### config.mk
export PLATFORM = sky130hd
export DESIGN_NAME = ahfp_mod_pi_arb
export DESIGN_NICKNAME = d
export VERILOG_FILES = /design/src/rtl/ahfp_mod_pi_arb.sv
export SDC_FILE = /design/constraint.sdc
export NUM_CORES = 1
export LEC_CHECK = 0
export ABC_AREA = 1
export CORE_MARGIN = 2
export CORE_UTILIZATION = 62
export CTS_CLUSTER_SIZE = 25
export DETAILED_ROUTE_END_ITERATION = 10
export GPL_ROUTABILITY_DRIVEN = 0
export PLACE_DENSITY = 0.85
export SLEW_MARGIN = 25
export SYNTH_ARGS = -nofsm -noshare
export SYNTH_HDL_FRONTEND = slang
export SYNTH_SLANG_ARGS = --single-unit
export TNS_END_PERCENT = 100
### constraint.sdc
create_clock -name clk -period 7.05 [get_ports clk]
set_input_delay 1.41 -clock clk [delete_from_list [all_inputs] [get_ports clk]]
set_output_delay 1.41 -clock clk [all_outputs]
set_load 0.005 [all_outputs]
### src/rtl/ahfp_mod_pi_arb.sv
// ---------------------------------------------------------------------------
// ahfp_mod_pi_arb
//
// Round-robin front end that shares one fixed-latency mod-pi datapath among
// NREQ requesters. Each accepted operand is sent out on mp_data, and a tag
// holding {valid, id} travels alongside it through a PIPE_LAT-deep shift
// register. When the tag leaves the shift register, mp_result is captured
// together with the tag id into a first-word-fall-through result FIFO.
// Grants are issued only when a FIFO slot is guaranteed for the result, so
// the FIFO can never overflow and the datapath never has to stall.
//
// Ports
//   clk        in   single clock, rising edge
//   reset      in   synchronous, active-high reset
//   req_valid  in   [NREQ]     per-requester operand valid
//   req_data   in   [32*NREQ]  operands, requester i in bits [32i+31:32i]
//   req_ready  out  [NREQ]     per-requester grant (one-hot or zero)
//   mp_data    out  [32]       operand to the shared datapath (0 when idle)
//   mp_result  in   [32]       datapath result, PIPE_LAT cycles after mp_data
//   res_valid  out             result FIFO head valid
//   res_data   out  [32]       head result (0 when empty)
//   res_id     out  [IDW]      requester that issued the head result
//   res_ready  in              consumer accepts the head entry
//   busy       out             operations in flight or FIFO non-empty
// ---------------------------------------------------------------------------
module ahfp_mod_pi_arb #(
  parameter int NREQ       = 4,
  parameter int IDW        = 2,
  parameter int PIPE_LAT   = 14,
  parameter int FIFO_DEPTH = 16
) (
  input  logic                 clk,
  input  logic                 reset,
  input  logic [NREQ-1:0]      req_valid,
  input  logic [32*NREQ-1:0]   req_data,
  output logic [NREQ-1:0]      req_ready,
  output logic [31:0]          mp_data,
  input  logic [31:0]          mp_result,
  output logic                 res_valid,
  output logic [31:0]          res_data,
  output logic [IDW-1:0]       res_id,
  input  logic                 res_ready,
  output logic                 busy
);

  localparam int PW = $clog2(FIFO_DEPTH);
  // One spare bit so the occupancy sum can be compared against FIFO_DEPTH.
  localparam int CW = $clog2(FIFO_DEPTH + 1) + 1;

  // Arbitration state and credit counters
  logic [IDW-1:0]      r_lastGrant;
  logic [CW-1:0]       r_inflight;
  logic [CW-1:0]       r_fifoCount;

  // Tag pipeline running in parallel with the datapath
  logic [PIPE_LAT-1:0] r_tagValid;
  logic [IDW-1:0]      r_tagId [PIPE_LAT];

  // Result FIFO storage: {id, data}
  logic [IDW+31:0]     r_mem [FIFO_DEPTH];
  logic [PW-1:0]       r_wrPtr;
  logic [PW-1:0]       r_rdPtr;

  logic                w_found;
  logic [IDW-1:0]      w_winner;
  logic [CW-1:0]       w_occupancy;
  logic                w_credit;
  logic                w_accept;
  logic                w_push;
  logic                w_pop;
  logic                w_notEmpty;

  // Requester index reached by stepping 'off' places past 'base', wrapping at NREQ.
  function automatic logic [IDW-1:0] rrIndex(input logic [IDW-1:0] base, input int off);
    int s;
    s = int'(base) + off;
    if (s >= NREQ) s = s - NREQ;
    return s[IDW-1:0];
  endfunction

  // Round-robin search: start just after the last winner and take the first
  // requester presenting valid. The last winner itself is checked last.
  always_comb begin
    w_found  = 1'b0;
    w_winner = '0;
    for (int k = 1; k <= NREQ; k++) begin
      if (!w_found && req_valid[rrIndex(r_lastGrant, k)]) begin
        w_found  = 1'b1;
        w_winner = rrIndex(r_lastGrant, k);
      end
    end
  end

  // Credit check uses registered counts only, so a pop this cycle frees a
  // slot starting next cycle and req_ready never depends on res_ready.
  assign w_occupancy = r_inflight + r_fifoCount;
  assign w_credit    = w_occupancy < CW'(FIFO_DEPTH);
  assign w_accept    = !reset && w_found && w_credit;

  assign req_ready = w_accept ? (NREQ'(1) << w_winner) : '0;
  assign mp_data   = w_accept ? req_data[int'(w_winner)*32 +: 32] : '0;

  // A tag leaving the last stage means mp_result holds that operand's result.
  assign w_push     = r_tagValid[PIPE_LAT-1];
  assign w_notEmpty = r_fifoCount != '0;
  assign w_pop      = w_notEmpty && res_ready;

  // Tag valid bits are cleared by reset so in-flight results are dropped.
  always_ff @(posedge clk) begin
    if (reset) begin
      r_tagValid <= '0;
    end else begin
      r_tagValid[0] <= w_accept;
      for (int i = 1; i < PIPE_LAT; i++) begin
        r_tagValid[i] <= r_tagValid[i-1];
      end
    end
  end

  // Tag ids are only meaningful where the matching valid bit is set.
  always_ff @(posedge clk) begin
    r_tagId[0] <= w_winner;
    for (int i = 1; i < PIPE_LAT; i++) begin
      r_tagId[i] <= r_tagId[i-1];
    end
  end

  // Counters, pointers and round-robin pointer. last_grant resets to the
  // highest index so requester 0 is first in line after reset.
  always_ff @(posedge clk) begin
    if (reset) begin
      r_lastGrant <= IDW'(NREQ - 1);
      r_inflight  <= '0;
      r_fifoCount <= '0;
      r_wrPtr     <= '0;
      r_rdPtr     <= '0;
    end else begin
      if (w_accept) r_lastGrant <= w_winner;
      r_inflight  <= r_inflight + CW'(w_accept) - CW'(w_push);
      r_fifoCount <= r_fifoCount + CW'(w_push) - CW'(w_pop);
      r_wrPtr     <= r_wrPtr + PW'(w_push);
      r_rdPtr     <= r_rdPtr + PW'(w_pop);
    end
  end

  // FIFO storage needs no reset; the count decides what is visible.
  always_ff @(posedge clk) begin
    if (!reset && w_push) begin
      r_mem[r_wrPtr] <= {r_tagId[PIPE_LAT-1], mp_result};
    end
  end

  assign res_valid = !reset && w_notEmpty;
  assign res_data  = res_valid ? r_mem[r_rdPtr][31:0] : '0;
  assign res_id    = res_valid ? r_mem[r_rdPtr][IDW+31:32] : '0;
  assign busy      = !reset && ((r_inflight != '0) || w_notEmpty);

endmodule

==> impl_metrics.csv, run 1 <==
group,metric,value,unit
run_status,status,"completed",
clock_tree,post_cts_resized,0,
sta,grt_setup_unrepaired,"false",
critical_path,worst-r2r-setup-slack,3360,ps
final_layout,final_core_util,74.3,%
sta,finalMaxSlewViolations,0,
pwr,p_switching,0.00318,W
critical_path,crit_arrival,4290,ps
hold_path,hold_path.class,"reg2reg",
critical_path,crit_path_start,"req_valid[3]",
clock_tree,cts_max_level,2,
clock_tree,cts_sinks,608,
critical_path,cp-end-kind,"primary output",
sta,min_period,5700,ps
clock_tree,cts_hold_buf,0,
pwr,vdd_ir_drop_max,0.000324,V
route,num_vias,18000,
clock_tree,cts_buffer_depth,3,
grt,grt_pass1_wl,98700,um
synth,netlist_top_cells_area,"edfxtp_1 (63%), mux2i_1 (5.3%), o21ai_0 (5.1%), dfxtp_1 (4.9%), nand2_1 (3.5%)",
synth,ys_types,36,
clock_tree,clk_latency,600,ps
die,core,41000,um^2
critical_path,worstSetupEndpoint,"mp_data[19]",
final_layout,synthToLayoutAreaGrowth,17.5,%
synth,syn_nets,2337,
route,antenna_left,0,
die,fp.dieArea,43500,um^2
synth,ys_ff_latch,608,
critical_path,crit_path_max_fanout,68,
sta,fin_setup_tns,0,ps
sta,finClkSkew,26.7,ps
grt,track_usage,29.5,%
clock_tree,cts_setup_buffers,0,
sta,fin_crit_sh,80.9,%
grt,grt_pass1_vias,18200,
synth,ys_warn_count,0,
die,row_count,74,
route,drt_iter0_drc,1983,
critical_path,worst-endpoint-required,5640,ps
clock_tree,numCtsBuffers,56,
clock_tree,cts_tree,"built",
synth,ys_seq_area_share,67.9,%
pwr,power_frac_comb,29.4,%
pwr,clockPowerShare,29.1,%
sta,hold_viol_final,0,
synth,synth_top_area_cell,"edfxtp_1",
grt,antenna_found_initial,4,
final_layout,drive_above_1_share,7.40,%
place,io_buffers,238,
die,initial_core_util,63.2,%
route,first_pass_iters,5,
critical_path,setup.worst_path.start_class,"input pin",
route,wl_per_cell,22.3,um
grt,grt_max_degree,114,
critical_path,r2r-end,"r_inflight[4]",
sta,worst-slew-pin-transition,1020,ps
clock_tree,cts-root-buf,"clkbuf_16",
die,die_w,209,um
synth,syn_area_per_cell,12.1,um^2
pwr,p_seq_share,41.5,%
pwr,internal_power,0.00688,W
pwr,leakage,10.9,nW
synth,synthCells,2144,
route,totalWireLength,64900,um
clock_tree,path_clk_slew,60,ps
route,drc,0,
final_layout,nNetsFinal,2528,
synth,syn_area,25900,um^2
critical_path,r2r_start,"r_inflight[2]",
critical_path,reg2reg_depth,18,
critical_path,criticalPathCategory,"in2out",
sta,fmax,175,MHz
synth,yosysTopAreaCellShare,63.0,%
place,dp.final_hpwl,35700,um
die,ios,239,
sta,slew_headroom,32.1,%
route,viasPerCell,6.17,
flow_run,drv_cap,0,
die,die-height,209,um
grt,grt_overflow,0,
sta,setup_viol,0,
pwr,sw_frac_of_total,31.6,%
pwr,power_density,330,nW/um^2
flip-flops by register name, indices dropped and copies added (netlist names):
signal	count
r_fifoCount	6
r_inflight	6
r_lastGrant	2
r_tagValid	14
r_tagId	28
r_mem	544
r_wrPtr	4
r_rdPtr	4
cells in the final DEF, fill, tap and decap left out, drive strengths merged, types with 64 or more instances in the layout:
cell,count
nand2,252
o21ai,285
nor2,115
edfxtp,544
clkbuf,73
clkdlybuf4s50,238
a21oi,150
nand3,79
dfxtp,64
nand4,66
inv,197
mux2i,136
metal layers:
| metal | wire length (um) | share of wire (%) | global-route usage [%] | up-vias |
|---|---|---|---|---|
| met4 | 3500 | 5.4 | 16.3 | 0 |
| met1 | 22700 | 35 | 34.8 | 8595 |
| met2 | 33100 | 51 | 51.8 | 1103 |
| met3 | 5650 | 8.7 | 4.95 | 200 |
| met5 | 0 | 0 | 0 | - |
| li1 | - | - | - | 8086 |
critical path, cell delays in order:
cell	delay, ps
clkdlybuf4s50_1	480
inv_1	50
nand2_1	80
nand2_1	100
nand2_1	70
nand2_1	80
nand2_1	90
nand2_2	60
nor2_2	90
nand2_2	80
nand2_4	580
nand3_1	140
nand2_1	240
nor2_1	100
nor2_1	100
clkdlybuf4s50_1	510
worst min-delay path by stage:
stage / from / slack, ps / depth (start not counted) / to
finish: r_tagId[1][1] / 320 / 0 / r_tagId[1][3]
global route: r_tagId[1][1] / 320 / 0 / r_tagId[1][3]
CTS: r_tagId[1][1] / 320 / 0 / r_tagId[1][3]
detailed placement: r_tagId[0][2] / 310 / 0 / r_tagId[0][4]
global placement: r_tagId[0][3] / 310 / 0 / r_tagId[0][5]
floorplan: r_tagId[0][8] / 310 / 0 / r_tagId[0][10]
area by class of cell:
type / instances / area (um^2)
clock inverters: 29 / 265
fillers: 2517 / 10500
diodes: 4 / 10.0
clock buffers: 73 / 1500
flip-flops and latches: 608 / 17600
well taps: 532 / 666
inverters: 199 / 752
repair buffers: 274 / 2690
multi-input cells: 1196 / 6960
cell usage after synthesis:
cell / count
nand4_1: 66
o21bai_1: 3
nand2_2: 7
a211oi_1: 2
nand2_4: 1
a21oi_1: 150
nand3_2: 23
or2_2: 1
nor2_4: 3
o21ai_1: 20
buf_1: 7
inv_2: 4
buf_8: 3
nor3_1: 4
nor2_2: 1
o21ai_0: 265
clkinv_1: 3
edfxtp_1: 544
a21o_1: 2
nand3_1: 56
nor2_1: 111
inv_4: 1
fa_1: 2
buf_4: 14
inv_1: 191
buf_6: 10
xnor2_1: 4
a31oi_1: 36
o211ai_1: 34
a41oi_1: 1
buf_2: 31
mux2i_1: 136
ha_1: 24
dfxtp_1: 64
clkbuf_1: 76
nand2_1: 244
metrics by stage:
stage | hold slack [ps] | cell area, um^2 | worst slack [ps] | total power, W | cells
3_3_place_gp | 310 | 28700 | 1290 | 0.00700 | 2809
4_1_cts | 322 | 30500 | 1110 | 0.0100 | 2911
2_1_floorplan | 310 | 25900 | 3080 | 0.00629 | 2144
3_5_place_dp | 312 | 28700 | 1120 | 0.00711 | 2809
6_report | 324 | 30500 | 1350 | 0.0101 | 2915
5_1_grt | 324 | 30500 | 1130 | 0.0105 | 2915
power by group through the flow:
| stage | combinational, W | sequential, W | clock, W |
|---|---|---|---|
| finish | 0.00296 | 0.00418 | 0.00293 |
| global route | 0.00325 | 0.00419 | 0.00308 |
| CTS | 0.00293 | 0.00417 | 0.00294 |
| detailed placement | 0.00286 | 0.00425 | 0 |
| global placement | 0.00277 | 0.00424 | 0 |
| floorplan | 0.00212 | 0.00417 | 0 |
cell families (layout without fill, tap and decap cells):
kind of cell    count (synthesis)  in the layout  share of synthesized area, %
compound gates                513            513                          10.5
xor+xnor                        4              4                         0.135
fa+ha+maj                      26             26                          1.31
buf+inv                       340            575                          5.70
flops                         608            608                          67.9
mux                           136            136                          5.25
other cells                     0              4                             0
simple gates                  517            517                          9.17
(Power assumes the default switching activity.)
==> inputs of run 2 (changes only) <==
--- a/config.mk
+++ b/config.mk
@@ -7,11 +7,11 @@
 export LEC_CHECK = 0
 export ABC_AREA = 1
 export CORE_MARGIN = 2
-export CORE_UTILIZATION = 62
+export CORE_UTILIZATION = 58
 export CTS_CLUSTER_SIZE = 25
 export DETAILED_ROUTE_END_ITERATION = 10
 export GPL_ROUTABILITY_DRIVEN = 0
-export PLACE_DENSITY = 0.85
+export PLACE_DENSITY = 0.8
 export SLEW_MARGIN = 25
 export SYNTH_ARGS = -nofsm -noshare
 export SYNTH_HDL_FRONTEND = slang
==> constraint.sdc (replaced) <==
create_clock -name clk -period 5.9 [get_ports clk]
set_input_delay 1.18 -clock clk [delete_from_list [all_inputs] [get_ports clk]]
set_output_delay 1.18 -clock clk [all_outputs]
set_load 0.005 [all_outputs]
==> run 2 against run 1 <==
Effect of this change: critical path depth fell by 2; die area grew 6.8%; clock skew decreased by 14 ps; largest power group unchanged; via count down 2.7%; register-to-register slack worse by 1100 ps; global-route usage fell by 3.2 points; combinational power grew 17%; power up 18%; worst setup slack worse by 590 ps.
==> impl_metrics.csv, run 2 (synthesis results as in run 1) <==
group,metric,value,unit
critical_path,crit_arrival,3970,ps
die,die_w,215,um
clock_tree,path_clk_slew,60,ps
clock_tree,clk_latency,610,ps
critical_path,crit_path_max_fanout,64,
die,core,44100,um^2
grt,antenna_found_initial,0,
route,num_vias,17500,
final_layout,final_common_cell,"edfxtp_1",
sta,finalMaxSlewViolations,0,
critical_path,criticalPathCategory,"in2out",
final_layout,largest_reg_flops,544,
clock_tree,cts_max_level,2,
die,fp.dieArea,46400,um^2
route,drc,0,
final_layout,layout_common_cells,"edfxtp_1 (544), o21ai_0 (265), nand2_1 (243)",
route,first_pass_iters,5,
final_layout,largest_registers,"r_mem: 544 flops, r_tagId: 28 flops, r_tagValid: 14 flops",
clock_tree,cts_buffer_depth,3,
pwr,power_density,389,nW/um^2
final_layout,drive_above_1_share,7.77,%
clock_tree,post_cts_resized,0,
sta,setup_viol,0,
final_layout,antennaDiodeCount,0,
clock_tree,cts_tree,"built",
grt,grt_pass1_wl,94900,um
sta,setup_ws,755,ps
die,initial_core_util,58.8,%
place,dp.final_hpwl,36500,um
sta,min_period,5150,ps
place,pre_cts_slack,890,ps
hold_path,hold_path.class,"reg2reg",
clock_tree,cts-root-buf,"clkbuf_16",
run_status,status,"completed",
sta,grt_setup_unrepaired,"false",
route,antenna_left,0,
critical_path,setup.worst_path.start_class,"input pin",
sta,fin_crit_sh,87.2,%
pwr,leakage,11.0,nW
clock_tree,cts_sinks,608,
sta,hold_viol_final,0,
grt,track_usage,26.3,%
flow_run,drv_cap,0,
sta,fin_setup_tns,0,ps
sta,worst-slew-pin-transition,1030,ps
route,totalWireLength,61600,um
die,row_count,77,
clock_tree,cts_setup_buffers,0,
critical_path,cp-end-kind,"primary output",
sta,fmax,194,MHz
final_layout,synthToLayoutAreaGrowth,18.1,%
route,viasPerCell,5.88,
final_layout,top_register,"r_mem",
die,ios,239,
grt,grt_overflow,0,
final_layout,nNetsFinal,2533,
grt,grt_pass1_vias,17700,
pwr,vdd_ir_drop_max,0.000375,V
route,drt_iter0_drc,1668,
critical_path,worst-endpoint-required,4720,ps
place,io_buffers,238,
clock_tree,numCtsBuffers,56,
sta,finClkSkew,12.8,ps
clock_tree,cts_hold_buf,0,
sta,slew_headroom,31.3,%
grt,grt_max_degree,103,
route,wl_per_cell,20.7,um
final_layout,fillerInstances,3041,
die,die-height,215,um
==> run 2: cell types whose count changed in the layout (fill, tap and decap cells not counted), moves of 2 or more <==
cell and change:
buf_12 +4, bufinv_16 -4, clkbuf_1 -4, clkbuf_8 +5
clkinv_1 -2, clkinv_2 -2, clkinv_4 +2, clkinvlp_4 +2
diode_2 -4
==> run 2: per-layer routing <==
| metal | track usage, % | vias up | wire, um |
|---|---|---|---|
| li1 | - | 8086 | - |
| met1 | 30.7 | 8482 | 22500 |
| met2 | 47.0 | 770 | 31600 |
| met3 | 4.34 | 159 | 4600 |
| met4 | 13.1 | 0 | 2870 |
| met5 | 0 | - | 0 |
==> run 2: critical path, cell delays in order <==
cell,delay (ps)
clkdlybuf4s50_1,430
inv_1,60
nand2_1,60
nand2_1,130
nand2_1,100
o21ai_0,140
nand3_2,150
nand2_2,120
buf_4,520
nand4_1,220
nand2_1,120
nor2_1,50
nor2_1,100
clkdlybuf4s50_1,520
==> run 2: layout make-up <==
class	instances	area [um^2]	share of cell area [%]
well taps	592	741	2.42
flip-flops and latches	608	17600	57.6
clock buffers	75	1580	5.14
inverters	199	752	2.46
multi-input cells	1196	6960	22.7
repair buffers	279	2800	9.14
clock inverters	25	168	0.548
==> run 2: worst paths after layout <==
kind	from	endpoint	slack, ps	cells past startpoint
max	req_valid[3]	mp_data[6]	750	14
min	r_tagId[0][1]	r_tagId[0][3]	320	0
max reg2reg	r_lastGrant[0]	r_inflight[4]	2250	19
min reg2reg	r_tagId[0][1]	r_tagId[0][3]	320	0
==> run 2: metrics by stage <==
stage | instance area [um^2] | total power, W | utilization [%] | cells | hold WS, ps
after CTS | 30600 | 0.0119 | 69.3 | 2972 | 313
after global placement | 28800 | 0.00839 | 65.3 | 2872 | 310
final | 30600 | 0.0119 | 69.4 | 2974 | 318
after floorplan | 25900 | 0.00751 | - | 2144 | 310
after detailed placement | 28800 | 0.00853 | 65.3 | 2872 | 312
after global routing | 30600 | 0.0125 | 69.4 | 2974 | 312
==> run 2: where the power goes <==
part,internal [W],switching (W),total (W)
registers,0.00485,0.000172,0.00502
clock network,0.00191,0.00152,0.00343
logic,0.00142,0.00205,0.00347
==> inputs of run 3 (changes only) <==
--- a/config.mk
+++ b/config.mk
@@ -8,6 +8,7 @@
 export ABC_AREA = 1
 export CORE_MARGIN = 2
 export CORE_UTILIZATION = 58
+export CTS_CLUSTER_DIAMETER = 150
 export CTS_CLUSTER_SIZE = 25
 export DETAILED_ROUTE_END_ITERATION = 10
 export GPL_ROUTABILITY_DRIVEN = 0
==> constraint.sdc (replaced) <==
create_clock -name clk -period 5.8 [get_ports clk]
set_input_delay 1.16 -clock clk [delete_from_list [all_inputs] [get_ports clk]]
set_output_delay 1.16 -clock clk [all_outputs]
set_load 0.005 [all_outputs]
==> run 3 against run 2 <==
Effect of this change: final area decreased by 3.0%; cell count decreased by 1.7%; sequential share of layout area grew 1.8 points; clock power shrank 36%; non-clock buffer count down 2; routed wire length fell by 3.2%; register-to-register slack gained 280 ps; clock skew is 2.7 ps higher; count of clock-buffer cells in the layout fell by 24; global-route usage shrank 1.1 points; combinational power rose by 3%; worst hold slack gained 5.4 ps.
==> impl_metrics.csv, run 3 (synthesis results as in run 1) <==
group,metric,value,unit
final_layout,synthToLayoutAreaGrowth,14.5,%
route,drt_iter0_drc,1417,
die,initial_core_util,58.8,%
die,die-height,215,um
clock_tree,cts_buffer_depth,3,
clock_tree,cts_setup_buffers,0,
pwr,vdd_ir_drop_max,0.000290,V
critical_path,crit_arrival,3980,ps
critical_path,crit_buf_inv,4,
grt,grt_max_degree,98,
critical_path,setup.worst_path.start_class,"input pin",
sta,fin_setup_tns,0,ps
route,antenna_left,0,
pwr,leakage,10.5,nW
critical_path,criticalPathCategory,"in2out",
final_layout,multi_input_area,6960,um^2
pwr,p_switching,0.00350,W
final_layout,antennaDiodeCount,0,
clock_tree,cts_max_level,1,
sta,fmax,194,MHz
grt,track_usage,25.1,%
pwr,clockPowerShare,20.4,%
final_layout,largest_registers,"r_mem: 544 flops, r_tagId: 28 flops, r_tagValid: 14 flops",
final_layout,layout_common_cells,"edfxtp_1 (544), o21ai_0 (265), nand2_1 (243)",
die,ios,239,
clock_tree,post_cts_resized,0,
clock_tree,clk_latency,590,ps
clock_tree,path_clk_slew,100,ps
pwr,sw_frac_of_total,32.3,%
route,num_vias,17200,
sta,slew_headroom,35.6,%
route,first_pass_iters,7,
route,drc,0,
route,wl_per_cell,20.4,um
sta,timing.hold.ws,323,ps
pwr,internal_power,0.00734,W
die,row_count,77,
critical_path,path_cells,"clkdlybuf4s50_1 > nand2_1 > nand2_1 > nand2_1 > nand2_1 > inv_1 > nand3_2 > nand3_2 > buf_12 > nand4_1 > nand2_1 > nor2_1 > nor2_1 > clkdlybuf4s50_1",
hold_path,hold_path.class,"reg2reg",
grt,antenna_found_initial,0,
clock_tree,cts_tree,"built",
critical_path,cp-end-kind,"primary output",
clock_tree,numCtsBuffers,28,
place,io_buffers,238,
sta,hold_viol_final,0,
route,totalWireLength,59700,um
clock_tree,cts_hold_buf,0,
flow_run,drv_cap,0,
pwr,power_frac_comb,32.9,%
final_layout,final_common_cell,"edfxtp_1",
clock_tree,cts_sinks,608,
clock_tree,cts-root-buf,"clkbuf_16",
die,die_w,215,um
final_layout,final-seq-area,17600,um^2
sta,worst-slew-pin-transition,963,ps
route,viasPerCell,5.88,
critical_path,crit_top_cell,"nand2_1",
critical_path,crit_path_max_fanout,32,
final_layout,final_core_util,67.3,%
run_status,status,"completed",
sta,finClkSkew,15.5,ps
sta,min_period,5140,ps
final_layout,drive_above_1_share,5.66,%
final_layout,nNetsFinal,2503,
final_layout,fillerInstances,3108,
critical_path,path_delay_family,"simple AND/OR/NAND/NOR gates",
sta,finalMaxSlewViolations,0,
grt,grt_overflow,0,
place,dp.final_hpwl,36100,um
critical_path,cp_slowest_stage_delay,490,ps
sta,setup_viol,0,
pwr,power_density,365,nW/um^2
die,fp.dieArea,46400,um^2
pwr,power,0.0108,W
grt,grt_pass1_wl,91200,um
critical_path,cp_slowest_cell,"clkdlybuf4s50_1",
sta,grt_setup_unrepaired,"false",
critical_path,worst-endpoint-required,4640,ps
die,core,44100,um^2
pwr,p_seq_share,46.7,%
final_layout,largest_reg_flops,544,
final_layout,top_register,"r_mem",
sta,fin_crit_sh,88.7,%
grt,grt_pass1_vias,17100,
-- run 3: changes by cell type in the layout (fill, tap and decap cells not counted), moves of 2 or more --
cell,before,now
buf_12,7,9
buf_4,33,30
clkbuf_1,11,22
clkbuf_16,58,29
clkbuf_8,6,0
clkinv_1,10,2
clkinv_2,10,2
clkinv_4,2,0
clkinvlp_4,4,0
-- run 3: worst paths after layout --
kind / start / slack [ps] / depth (start not counted) / end
worst max-delay path: req_valid[2] / 660 / 14 / mp_data[21]
worst min-delay path: r_tagId[1][0] / 320 / 0 / r_tagId[1][2]
worst max register to register: r_fifoCount[1] / 2530 / 18 / r_inflight[4]
worst min register to register: r_tagId[1][0] / 320 / 0 / r_tagId[1][2]
-- run 3: cell type report --
type | count | share of cell area (%)
clock buffer | 51 | 2.72
clock inverter | 1 | 0.0674
inverter | 199 | 2.53
multi-input combinational | 1196 | 23.4
sequential | 608 | 59.4
tap | 592 | 2.49
timing repair buffer | 277 | 9.39
-- run 3: power by group through the flow --
stage / clock network [W] / registers [W] / logic (W)
after floorplan: 0 / 0.00507 / 0.00257
after global placement: 0 / 0.00518 / 0.00336
after detailed placement: 0 / 0.00516 / 0.00353
after CTS: 0.00225 / 0.00506 / 0.00356
after global routing: 0.00240 / 0.00508 / 0.00395
final: 0.00221 / 0.00506 / 0.00356
-- run 3: layer usage --
layer  track usage (%)  vias to the layer above  share of wire [%]
met5                 0                        -                  0
met3              3.24                      123                6.8
li1                  -                     8002                  -
met4              9.93                        0                3.8
met2              45.4                      743                 52
met1              30.7                     8326                 38
-- run 3: metrics by stage --
step	setup WS [ps]	cells	instance area [um^2]
finish	655	2924	29700
floorplan	2220	2144	25900
global route	483	2924	29700
CTS	695	2924	29700
global placement	806	2871	28800
detailed placement	698	2872	28900
